**config.mk**
```make
export PLATFORM = sky130hd
export DESIGN_NAME = seq_alu_flat
export DESIGN_NICKNAME = d
export VERILOG_FILES = /design/src/rtl/seq_alu_pkg.sv /design/src/rtl/seq_alu_if.sv /design/src/rtl/seq_alu_mul.sv /design/src/rtl/seq_alu.sv /design/src/flat_wrapper.sv
export SDC_FILE = /design/constraint.sdc
export NUM_CORES = 1
export LEC_CHECK = 0
export ABC_AREA = 1
export BUFFER_PORTS_ARGS = -buffer_cell sky130_fd_sc_hd__buf_2
export CAP_MARGIN = 25
export CORE_ASPECT_RATIO = 0.8
export CORE_MARGIN = 5
export CORE_UTILIZATION = 45
export DETAILED_ROUTE_END_ITERATION = 12
export GPL_TIMING_DRIVEN = 0
export PLACE_DENSITY = 0.7
export SLEW_MARGIN = 20
export SYNTH_ARGS = -nofsm -noshare
export SYNTH_HDL_FRONTEND = slang
export SYNTH_SLANG_ARGS = --single-unit
```
**constraint.sdc**
```tcl
create_clock -name clk -period 4.4 [get_ports clk]
set_clock_uncertainty 0.2 [all_clocks]
set_input_delay 0.66 -clock clk [delete_from_list [all_inputs] [get_ports clk]]
set_output_delay 0.66 -clock clk [all_outputs]
set_load 0.01 [all_outputs]
```
**src/rtl/seq_alu_pkg.sv**
```systemverilog
// Shared types for the sequential ALU: opcode encoding, FSM states and
// the sizing rule for the POW iteration counter.
package seq_alu_pkg;

   typedef enum logic [2:0] {
      OP_ADD = 3'b000,
      OP_SUB = 3'b001,
      OP_MUL = 3'b010,
      OP_POW = 3'b011,
      OP_AND = 3'b100,
      OP_OR  = 3'b101,
      OP_XOR = 3'b110,
      OP_NOR = 3'b111
   } op_t;

   typedef enum logic [1:0] {
      ST_IDLE = 2'b00,
      ST_BUSY = 2'b01,
      ST_DONE = 2'b10
   } state_t;

   // Counter must hold both a WIDTH-step loop count and any b value for POW.
   function automatic int cnt_width(input int width);
      int w_c;
      w_c = $clog2(width + 1);
      return (width > w_c) ? width : w_c;
   endfunction

endpackage

```
**src/rtl/seq_alu_if.sv**
```systemverilog
// Request/response bundle of the sequential ALU: request handshake with
// operands and opcode, response handshake with result and status flags.
interface seq_alu_if
   import seq_alu_pkg::*;
#(
   parameter int WIDTH = 8
);
   localparam int RW = 2 * WIDTH;

   logic             in_valid;
   logic             in_ready;
   logic [WIDTH-1:0] a;
   logic [WIDTH-1:0] b;
   op_t              sel;
   logic             out_valid;
   logic             out_ready;
   logic [RW-1:0]    result;
   logic             flag_zero;
   logic             flag_carry;
   logic             flag_ovf;

   modport master (
      output in_valid, a, b, sel, out_ready,
      input  in_ready, out_valid, result, flag_zero, flag_carry, flag_ovf
   );

   modport slave (
      input  in_valid, a, b, sel, out_ready,
      output in_ready, out_valid, result, flag_zero, flag_carry, flag_ovf
   );

endinterface

```
**src/rtl/seq_alu_mul.sv**
```systemverilog
// Iterative shift-add multiplier: bit 0 is folded in on i_start, then one
// multiplier bit per cycle; o_done flags the cycle whose step is the last.
module seq_alu_mul #(
   parameter int WIDTH = 8
) (
   input  logic               clk,
   input  logic               rst,
   input  logic               i_start,
   input  logic [WIDTH-1:0]   i_a,
   input  logic [WIDTH-1:0]   i_b,
   output logic               o_done,
   output logic [2*WIDTH-1:0] o_product
);
   localparam int RW = 2 * WIDTH;
   localparam int CW = $clog2(WIDTH + 1);

   logic          r_busy;
   logic [CW-1:0] r_cnt;
   logic [RW-1:0] r_mcand;
   logic [WIDTH-1:0] r_mplier;
   logic [RW-1:0] r_acc;
   logic [RW-1:0] w_acc_nx;

   assign w_acc_nx  = r_acc + (r_mplier[0] ? r_mcand : {RW{1'b0}});
   assign o_done    = r_busy && (r_cnt == CW'(WIDTH - 1));
   assign o_product = w_acc_nx;

   // Partial-product accumulation, one multiplier bit per cycle.
   always_ff @(posedge clk) begin
      if (rst) begin
         r_busy   <= 1'b0;
         r_cnt    <= {CW{1'b0}};
         r_mcand  <= {RW{1'b0}};
         r_mplier <= {WIDTH{1'b0}};
         r_acc    <= {RW{1'b0}};
      end else if (i_start) begin
         r_busy   <= 1'b1;
         r_cnt    <= CW'(1);
         r_mcand  <= {{(WIDTH-1){1'b0}}, i_a, 1'b0};
         r_mplier <= i_b >> 1;
         r_acc    <= i_b[0] ? {{WIDTH{1'b0}}, i_a} : {RW{1'b0}};
      end else if (r_busy) begin
         r_busy   <= !o_done;
         r_cnt    <= r_cnt + CW'(1);
         r_mcand  <= r_mcand << 1;
         r_mplier <= r_mplier >> 1;
         r_acc    <= w_acc_nx;
      end
   end

endmodule

```
**src/rtl/seq_alu.sv**
```systemverilog
// Multi-cycle ALU slave: single-cycle add/sub/logic, iterative MUL and POW,
// results and flags held in DONE until the consumer takes them.
module seq_alu
   import seq_alu_pkg::*;
#(
   parameter int WIDTH = 8
) (
   input logic     clk,
   input logic     rst,
   seq_alu_if.slave bus
);
   localparam int RW = 2 * WIDTH;
   localparam int CW = cnt_width(WIDTH);
   localparam int PW = RW + WIDTH;

   state_t           r_state, w_state_nx;
   op_t              r_sel, w_sel_nx;
   logic [WIDTH-1:0] r_a, w_a_nx;
   logic [RW-1:0]    r_acc, w_acc_nx;
   logic [CW-1:0]    r_cnt, w_cnt_nx;
   logic [RW-1:0]    r_result, w_result_nx;
   logic             r_zero, w_zero_nx;
   logic             r_carry, w_carry_nx;
   logic             r_ovf, w_ovf_nx;
   logic             w_finish;
   logic             w_accept;
   logic [RW-1:0]    w_a_ext, w_b_ext, w_sum, w_diff;
   logic [PW-1:0]    w_pow_full;
   logic             w_mul_done;
   logic [RW-1:0]    w_mul_product;

   assign w_accept   = bus.in_valid && bus.in_ready;
   assign w_a_ext    = {{WIDTH{1'b0}}, bus.a};
   assign w_b_ext    = {{WIDTH{1'b0}}, bus.b};
   assign w_sum      = w_a_ext + w_b_ext;
   assign w_diff     = w_a_ext - w_b_ext;
   assign w_pow_full = PW'(r_acc) * PW'(r_a);

   seq_alu_mul #(.WIDTH(WIDTH)) u_mul (
      .clk       (clk),
      .rst       (rst),
      .i_start   (w_accept && (bus.sel == OP_MUL)),
      .i_a       (bus.a),
      .i_b       (bus.b),
      .o_done    (w_mul_done),
      .o_product (w_mul_product)
   );

   // Next-state and datapath updates for IDLE/BUSY/DONE.
   always_comb begin
      w_state_nx  = r_state;
      w_sel_nx    = r_sel;
      w_a_nx      = r_a;
      w_acc_nx    = r_acc;
      w_cnt_nx    = r_cnt;
      w_result_nx = r_result;
      w_zero_nx   = r_zero;
      w_carry_nx  = r_carry;
      w_ovf_nx    = r_ovf;
      w_finish    = 1'b0;
      case (r_state)
         ST_IDLE: begin
            if (w_accept) begin
               w_sel_nx   = bus.sel;
               w_a_nx     = bus.a;
               w_carry_nx = 1'b0;
               w_ovf_nx   = 1'b0;
               case (bus.sel)
                  OP_ADD: begin
                     w_result_nx = w_sum;
                     w_carry_nx  = w_sum[WIDTH];
                     w_finish    = 1'b1;
                  end
                  OP_SUB: begin
                     w_result_nx = w_diff;
                     w_carry_nx  = (bus.a < bus.b);
                     w_finish    = 1'b1;
                  end
                  OP_MUL: w_state_nx = ST_BUSY;
                  OP_POW: begin
                     // The accept edge already performs the first multiply by a.
                     if (bus.b == {WIDTH{1'b0}}) begin
                        w_result_nx = RW'(1);
                        w_finish    = 1'b1;
                     end else if (bus.b == WIDTH'(1)) begin
                        w_result_nx = w_a_ext;
                        w_finish    = 1'b1;
                     end else begin
                        w_acc_nx   = w_a_ext;
                        w_cnt_nx   = CW'(bus.b) - CW'(1);
                        w_state_nx = ST_BUSY;
                     end
                  end
                  OP_AND: begin
                     w_result_nx = {{WIDTH{1'b0}}, bus.a & bus.b};
                     w_finish    = 1'b1;
                  end
                  OP_OR: begin
                     w_result_nx = {{WIDTH{1'b0}}, bus.a | bus.b};
                     w_finish    = 1'b1;
                  end
                  OP_XOR: begin
                     w_result_nx = {{WIDTH{1'b0}}, bus.a ^ bus.b};
                     w_finish    = 1'b1;
                  end
                  OP_NOR: begin
                     w_result_nx = {{WIDTH{1'b0}}, ~(bus.a | bus.b)};
                     w_finish    = 1'b1;
                  end
                  default: begin
                     w_result_nx = {RW{1'b0}};
                     w_finish    = 1'b1;
                  end
               endcase
            end else begin
               w_state_nx = ST_IDLE;
            end
         end
         ST_BUSY: begin
            if (r_sel == OP_MUL) begin
               if (w_mul_done) begin
                  w_result_nx = w_mul_product;
                  w_finish    = 1'b1;
               end else begin
                  w_state_nx = ST_BUSY;
               end
            end else begin
               w_acc_nx = w_pow_full[RW-1:0];
               w_ovf_nx = r_ovf | (|w_pow_full[PW-1:RW]);
               w_cnt_nx = r_cnt - CW'(1);
               if (r_cnt == CW'(1)) begin
                  w_result_nx = w_pow_full[RW-1:0];
                  w_finish    = 1'b1;
               end else begin
                  w_state_nx = ST_BUSY;
               end
            end
         end
         ST_DONE: begin
            if (bus.out_ready) begin
               w_state_nx = ST_IDLE;
            end else begin
               w_state_nx = ST_DONE;
            end
         end
         default: w_state_nx = ST_IDLE;
      endcase
      if (w_finish) begin
         w_state_nx = ST_DONE;
         w_zero_nx  = (w_result_nx == {RW{1'b0}});
      end else begin
         w_zero_nx = r_zero;
      end
   end

   // State and datapath registers.
   always_ff @(posedge clk) begin
      if (rst) begin
         r_state  <= ST_IDLE;
         r_sel    <= OP_ADD;
         r_a      <= {WIDTH{1'b0}};
         r_acc    <= {RW{1'b0}};
         r_cnt    <= {CW{1'b0}};
         r_result <= {RW{1'b0}};
         r_zero   <= 1'b0;
         r_carry  <= 1'b0;
         r_ovf    <= 1'b0;
      end else begin
         r_state  <= w_state_nx;
         r_sel    <= w_sel_nx;
         r_a      <= w_a_nx;
         r_acc    <= w_acc_nx;
         r_cnt    <= w_cnt_nx;
         r_result <= w_result_nx;
         r_zero   <= w_zero_nx;
         r_carry  <= w_carry_nx;
         r_ovf    <= w_ovf_nx;
      end
   end

   assign bus.in_ready   = (r_state == ST_IDLE) && !rst;
   assign bus.out_valid  = (r_state == ST_DONE);
   assign bus.result     = r_result;
   assign bus.flag_zero  = r_zero;
   assign bus.flag_carry = r_carry;
   assign bus.flag_ovf   = r_ovf;

endmodule

```
**src/flat_wrapper.sv**
```systemverilog
// flat-port wrapper written by rule: the top's interface ports become plain ports
module seq_alu_flat import seq_alu_pkg::*;
#(
   parameter int WIDTH = 8
)
  (clk, rst, bus_in_valid, bus_a, bus_b, bus_sel, bus_out_ready, bus_in_ready, bus_out_valid, bus_result, bus_flag_zero, bus_flag_carry, bus_flag_ovf);
  seq_alu_if #(.WIDTH(WIDTH)) bus_i ();
  input logic clk;
  input logic rst;
  input wire logic [$bits(bus_i.in_valid)-1:0] bus_in_valid;
  input wire logic [$bits(bus_i.a)-1:0] bus_a;
  input wire logic [$bits(bus_i.b)-1:0] bus_b;
  input wire logic [$bits(bus_i.sel)-1:0] bus_sel;
  input wire logic [$bits(bus_i.out_ready)-1:0] bus_out_ready;
  output wire logic [$bits(bus_i.in_ready)-1:0] bus_in_ready;
  output wire logic [$bits(bus_i.out_valid)-1:0] bus_out_valid;
  output wire logic [$bits(bus_i.result)-1:0] bus_result;
  output wire logic [$bits(bus_i.flag_zero)-1:0] bus_flag_zero;
  output wire logic [$bits(bus_i.flag_carry)-1:0] bus_flag_carry;
  output wire logic [$bits(bus_i.flag_ovf)-1:0] bus_flag_ovf;
  assign bus_i.in_valid = bus_in_valid;
  assign bus_i.a = bus_a;
  assign bus_i.b = bus_b;
  assign bus_i.sel = bus_sel;
  assign bus_i.out_ready = bus_out_ready;
  assign bus_in_ready = bus_i.in_ready;
  assign bus_out_valid = bus_i.out_valid;
  assign bus_result = bus_i.result;
  assign bus_flag_zero = bus_i.flag_zero;
  assign bus_flag_carry = bus_i.flag_carry;
  assign bus_flag_ovf = bus_i.flag_ovf;
  seq_alu #(.WIDTH(WIDTH)) u_core (.clk(clk), .rst(rst), .bus(bus_i));
endmodule
```
-- After elaboration in Yosys (flattened, before gate mapping)
Cells that the tools add are included.
- bitwise logic cells: 5
- $mul: 1
- order comparisons: 1
- reductions and logical operators: 21
- equality and inequality tests: 28
- add/sub/neg operators: 6
- multiplexer cells: 54
- operators with widths (operator ; number):
    $mux W16 ; 14
    $pmux W16 S7 ; 1
    $pmux W16 S2 ; 2
    $mux W8 ; 6
    $mul A16 B8 Y24 ; 1
    $mux W9 ; 2
    $add A16 B16 Y16 ; 1
    $eq A8 B1 Y1 const B ; 2
    $logic_not A16 Y1 ; 1
    $mux W2 ; 8
    $pmux W8 S2 ; 1
    $sub A8 B1 Y8 const B ; 2
    $ne A5 B4 Y1 const B ; 3
    $mux W7 ; 2
    $eq A3 B3 Y1 const B ; 4
    $mux W1 ; 12
    $ne A4 B4 Y1 const B ; 3
    $reduce_and A5 Y1 ; 2
    $add A8 B8 Y9 ; 1
    $eq A3 B2 Y1 const B ; 3
    $sub A8 B8 Y9 ; 1
    $and A8 B8 Y8 ; 1
    $logic_not A8 Y1 ; 1
    $lt A8 B8 Y1 ; 1
    29 further kinds ; 41
- logic and storage cells: 133
- input port bits: 23
- output and inout port bits: 21
- register bits: 99

-- Logic depth before layout (Yosys ltp)
- word-level depth: 8
- depth in mapped cells: 29
- gate-level depth less buffers: 28

-- Cells and area by module
From an unflattened synthesis, not the netlist that was laid out.
- cell total of the unflattened synthesis: 1850
- area total of the unflattened synthesis: 11746.3 µm²
- by module, submodules not included (module ; times used ; cells each ; area each (µm²) ; sequential area each (µm²)):
    seq_alu ; 1 ; 1429 ; 9034.9 ; 1121.1
    seq_alu_mul ; 1 ; 421 ; 2711.4 ; 860.8

-- Least setup slack after synthesis
No wires, ideal clock.
- path kind: reg-to-reg
- start point: register u_core.r_a[2]
- end point: register u_core.r_ovf (netlist: u_core.bus.flag_ovf)
- data required time: 4.084 ns
- period minus slack after synthesis: 4.670 ns
- buffers on the path: 2
- arrival: 4.355 ns
- cell stages (with the launch flop): 25
- library setup time: 0.116 ns
- path slack: -0.270 ns
- path through: dfxtp_1 clkbuf_1 clkbuf_1 nand2_1 fa_1 fa_1 inv_1 fa_1 inv_1 fa_1 inv_1 ha_1 nand2_1 inv_1 nand2_1 nand2_1 nand2_1 nand3_1 a21oi_1 xor2_1 nand2_1 nor2_1 nand3_1 nand2_1 a21oi_1
- longest elaborated chain between the ends: 5
- RTL lines (item ; line ; source):
    from (decl) ; seq_alu.sv:18 ; logic [WIDTH-1:0] r_a, w_a_nx;
    from (signal assigned) ; seq_alu.sv:161 ; r_a <= {WIDTH{1'b0}};
    from (signal assigned) ; seq_alu.sv:171 ; r_a <= w_a_nx;
    $mul A16 B8 Y24 ; seq_alu.sv:37 ; assign w_pow_full = PW'(r_acc) * PW'(r_a);
    $reduce_or A8 Y1 ; seq_alu.sv:129 ; w_ovf_nx = r_ovf | (|w_pow_full[PW-1:RW]);
    $or A1 B1 Y1 ; seq_alu.sv:129 ;
    $mux W1 ; seq_alu.sv:120 ; if (r_sel == OP_MUL) begin
    $pmux W1 S2 ; seq_alu.sv:61 ; case (r_state)
    to (signal assigned) ; seq_alu.sv:177 ; r_ovf <= w_ovf_nx;
    to (decl) ; seq_alu.sv:24 ; logic r_ovf, w_ovf_nx;
Every way passes these cells. The select of a mux whose other input is x is not followed.
A chain may end at the register's enable or synchronous reset.

-- Final worst setup path
- start point: register u_core.r_a[4]
- end point: register u_core.r_acc[13]
- longest elaborated chain between the ends: 3
- RTL lines (item ; line ; source):
    $mul A16 B8 Y24 ; seq_alu.sv:37 ;
    $mux W16 ; seq_alu.sv:120 ;
    $pmux W16 S2 ; seq_alu.sv:61 ;
    to (signal assigned) ; seq_alu.sv:162 ; r_acc <= {RW{1'b0}};
    to (signal assigned) ; seq_alu.sv:172 ; r_acc <= w_acc_nx;
    to (decl) ; seq_alu.sv:19 ; logic [RW-1:0] r_acc, w_acc_nx;
Every way passes these cells. The select of a mux whose other input is x is not followed.

==> run_results.csv <==
group,metric,value,unit
die,start_util,0.454,
timing,min_period,4710,ps
finish,final_nets,2172,
worst_setup_path,cp-start-kind,"flip-flop",
place,placed_area,12600,um^2
drt,detail_route.wl_per_cell,17.7,um
clocking,clock-sinks,99,
clocking,hold_buffers,0,
hold_path,whs_path_depth,2,
synth,yosys_most_used_dff,"dfxtp_1",
synth,synthTopCellsByCount,"594 x nand2_1, 362 x inv_1, 141 x nand3_1",
place,place.detailed.hpwl,31700,um
place,dpl.cell_count,2303,
finish,drive_gt1_frac,0.158,
timing,timing.fmax,0.212,GHz
timing,hold_viol,0,
global_routing,antenna_found_initial,1,
die,core_area,26100,um^2
synth,synth_top_area_frac,0.188,
drt,vias,12700,
finish,design_area,13900,um^2
drt,drt_wl_total,41500,um
pwr,fin_total_pwr,2.65,mW
synth,async_flop_share,0,
finish,antenna_cells,0,
die,num_io_pins,44,
clocking,ctsRootBufferMaster,"clkbuf_16",
finish,finalNonFillerCells,2337,
global_routing,grt_max_degree,20,
synth,yosys_register_bits,99,
drt,dr.pass1.iters,6,
global_routing,globalRouteOverflowTotal,0,
worst_setup_path,required,4480,ps
finish,area_growth_syn_to_layout,17.9,%
hold_path,min_path_type,"flip-flop to flip-flop",
clocking,clk_latency,370,ps
die,die_height,155,um
drt,drc,0,
global_routing,grt_pass1_vias,11600,
synth,synth_cell_types,49,
clocking,cts_max_path_buffers,2,
timing,worst_pin_slew,1070,ps
drt,postRouteAntennaNets,0,
finish,fill_cells,2570,
synth,synth_edf_count,0,
timing,setup_ws,-311,ps
synth,ys_seq_area_frac,0.168,
die,die_w,191,um
synth,synthTopCellsByArea,"nand2_1 19%, dfxtp_1 17%, fa_1 15%",
synth,syn_nets,2101,
place,gp_congestion,1.01,
worst_setup_path,crit_type,"flip-flop to flip-flop",
timing,slew_headroom,0.290,
synth,post-synth-top-count-cell,"nand2_1",
drt,drtIter0Drc,1208,
finish,postLayoutCoreUtil,0.535,
job,cap_violations,0,
global_routing,grtUsageTotal,0.270,
timing,fin_crit_sh,1.07,
pwr,powerDensity,190,nW/um^2
timing,drv_slew,0,
place,portBuffers,42,
clocking,cts_tree,"built",
worst_setup_path,arrival,4800,ps
clocking,clk_pin_slew,80,ps
clocking,numCtsBuffers,9,
run_status,status,"finished, violations left",
pwr,ir_drop,201,uV
worst_setup_path,path_max_fanout,5,
synth,synth_area_per_cell,6.21,um^2
pwr,leakage,7.68,nW
synth,yosys.area.top_type,"nand2_1",
worst_setup_path,worst_r2r_path_depth,23,
worst_setup_path,critPathCaptureType,"flip-flop",
run_status,violations,"setup timing",
synth,netlist_area,11800,um^2
drt,via_per_inst,5.44,
die,num_rows,53,
die,die-area,29700,um^2
timing,rsz0062_at_grt,"true",
timing,setup_violations,6,
synth,yosys_warnings,0,
synth,synth_cells,1904,
clocking,cts_max_level,3,
place,pre_cts_ws,-646,ps
global_routing,grt_pass1_wl,63100,um
stage by stage:
stage	hold WS, ps	TNS, ps
5_1_grt	280	-2770
3_5_place_dp	257	-3670
3_3_place_gp	248	-3240
6_report	267	-1090
2_1_floorplan	230	-3.51
4_1_cts	269	-881
final cells by class:
type / count / area, um^2 / area share
buffer: 50 / 368 / 0.0264
clock buffer: 9 / 225 / 0.0162
clock inverter: 7 / 95.1 / 0.00682
inverter: 372 / 1400 / 0.100
multi-input combinational: 1362 / 8850 / 0.635
sequential: 99 / 2020 / 0.145
tap: 357 / 447 / 0.0320
timing repair buffer: 81 / 537 / 0.0385
flip-flops by register name, indices dropped and copies added (netlist names):
register,count
u_core.bus.result,16
u_core.u_mul.r_acc,16
u_core.bus.flag_carry,1
u_core.r_a,8
u_core.r_acc,16
u_core.u_mul.r_cnt,4
u_core.bus.flag_ovf,1
u_core.u_mul.r_busy,1
u_core.r_state,2
u_core.r_cnt,8
u_core.u_mul.r_mcand,15
u_core.r_sel,3
u_core.u_mul.r_mplier,7
u_core.bus.flag_zero,1
report_power, final:
group / switching (mW) / total, mW / internal (mW)
clock network: 0.413 / 0.872 / 0.459
logic: 0.509 / 0.775 / 0.265
registers: 0.0646 / 1.00 / 0.935
final timing paths:
| path | slack [ps] | to | start |
|---|---|---|---|
| max | -310 | u_core.r_acc[13] | u_core.r_a[4] |
| min | 270 | u_core.u_mul.r_acc[0] | u_core.u_mul.r_acc[0] |
| max reg2reg | -310 | u_core.r_acc[13] | u_core.r_a[4] |
| min reg2reg | 270 | u_core.u_mul.r_acc[0] | u_core.u_mul.r_acc[0] |
worst max-delay path, stage by stage, from the launching register on:
cell,delay [ps]
dfxtp_2,340
buf_8,110
clkbuf_16,150
nand2_4,50
fa_2,470
fa_1,520
inv_1,50
fa_1,490
inv_2,40
fa_1,550
inv_2,60
ha_4,310
nand2_4,90
nor2_2,170
nand3_2,110
nand3_2,110
nand2_2,70
buf_4,130
buf_4,120
buf_4,120
buf_4,120
nand2_2,50
nand2_2,60
a21oi_2,130
timing repair:
item	CTS	global route
setup buffers	25	11
gates resized for setup	75	164
pin swaps	29	60
cloned	0	4
endpoints found under the setup margin	18	19
cells in the final DEF (no fill, tap or decap), types with 5 or more instances in the layout:
| cell | count |
|---|---|
| clkbuf_1 | 20 |
| nor3_1 | 9 |
| nand2_4 | 18 |
| a21oi_2 | 10 |
| nand2_1 | 539 |
| inv_1 | 340 |
| o21ai_0 | 66 |
| dfxtp_1 | 81 |
| buf_6 | 11 |
| nand3b_1 | 9 |
| buf_4 | 32 |
| nand2_2 | 39 |
| clkbuf_16 | 15 |
| nor2_4 | 9 |
| nor2_1 | 125 |
| nand4_1 | 28 |
| ha_1 | 72 |
| nor2_2 | 8 |
| inv_2 | 28 |
| a31oi_1 | 18 |
| xor2_1 | 11 |
| fa_1 | 84 |
| buf_2 | 55 |
| dfxtp_4 | 6 |
| a21oi_1 | 102 |
| nand3_2 | 19 |
| ha_4 | 13 |
| or2_2 | 5 |
| nand3_1 | 119 |
| o211ai_1 | 6 |
| dfxtp_2 | 12 |
cells by family after synthesis:
kind of cell / count (synthesis) / synth area share
and+or+nand+nor: 942 / 0.332
buffers and inverters: 443 / 0.144
AOI/OAI and AO/OA: 232 / 0.107
adders and majority gates: 174 / 0.239
DFF: 99 / 0.168
xor gates and xnor gates: 14 / 0.0104
metal layers:
| layer | routed length [um] | part of all wire | up-vias | GRT usage |
|---|---|---|---|---|
| met4 | 1360 | 0.033 | 2 | 0.0612 |
| met2 | 18000 | 0.43 | 640 | 0.416 |
| met3 | 4230 | 0.10 | 97 | 0.0680 |
| met1 | 17900 | 0.43 | 5936 | 0.384 |
| li1 | - | - | 6027 | - |
| met5 | 13 | 0.00031 | - | 0 |
No activity file was read; power rests on OpenSTA's default activity.
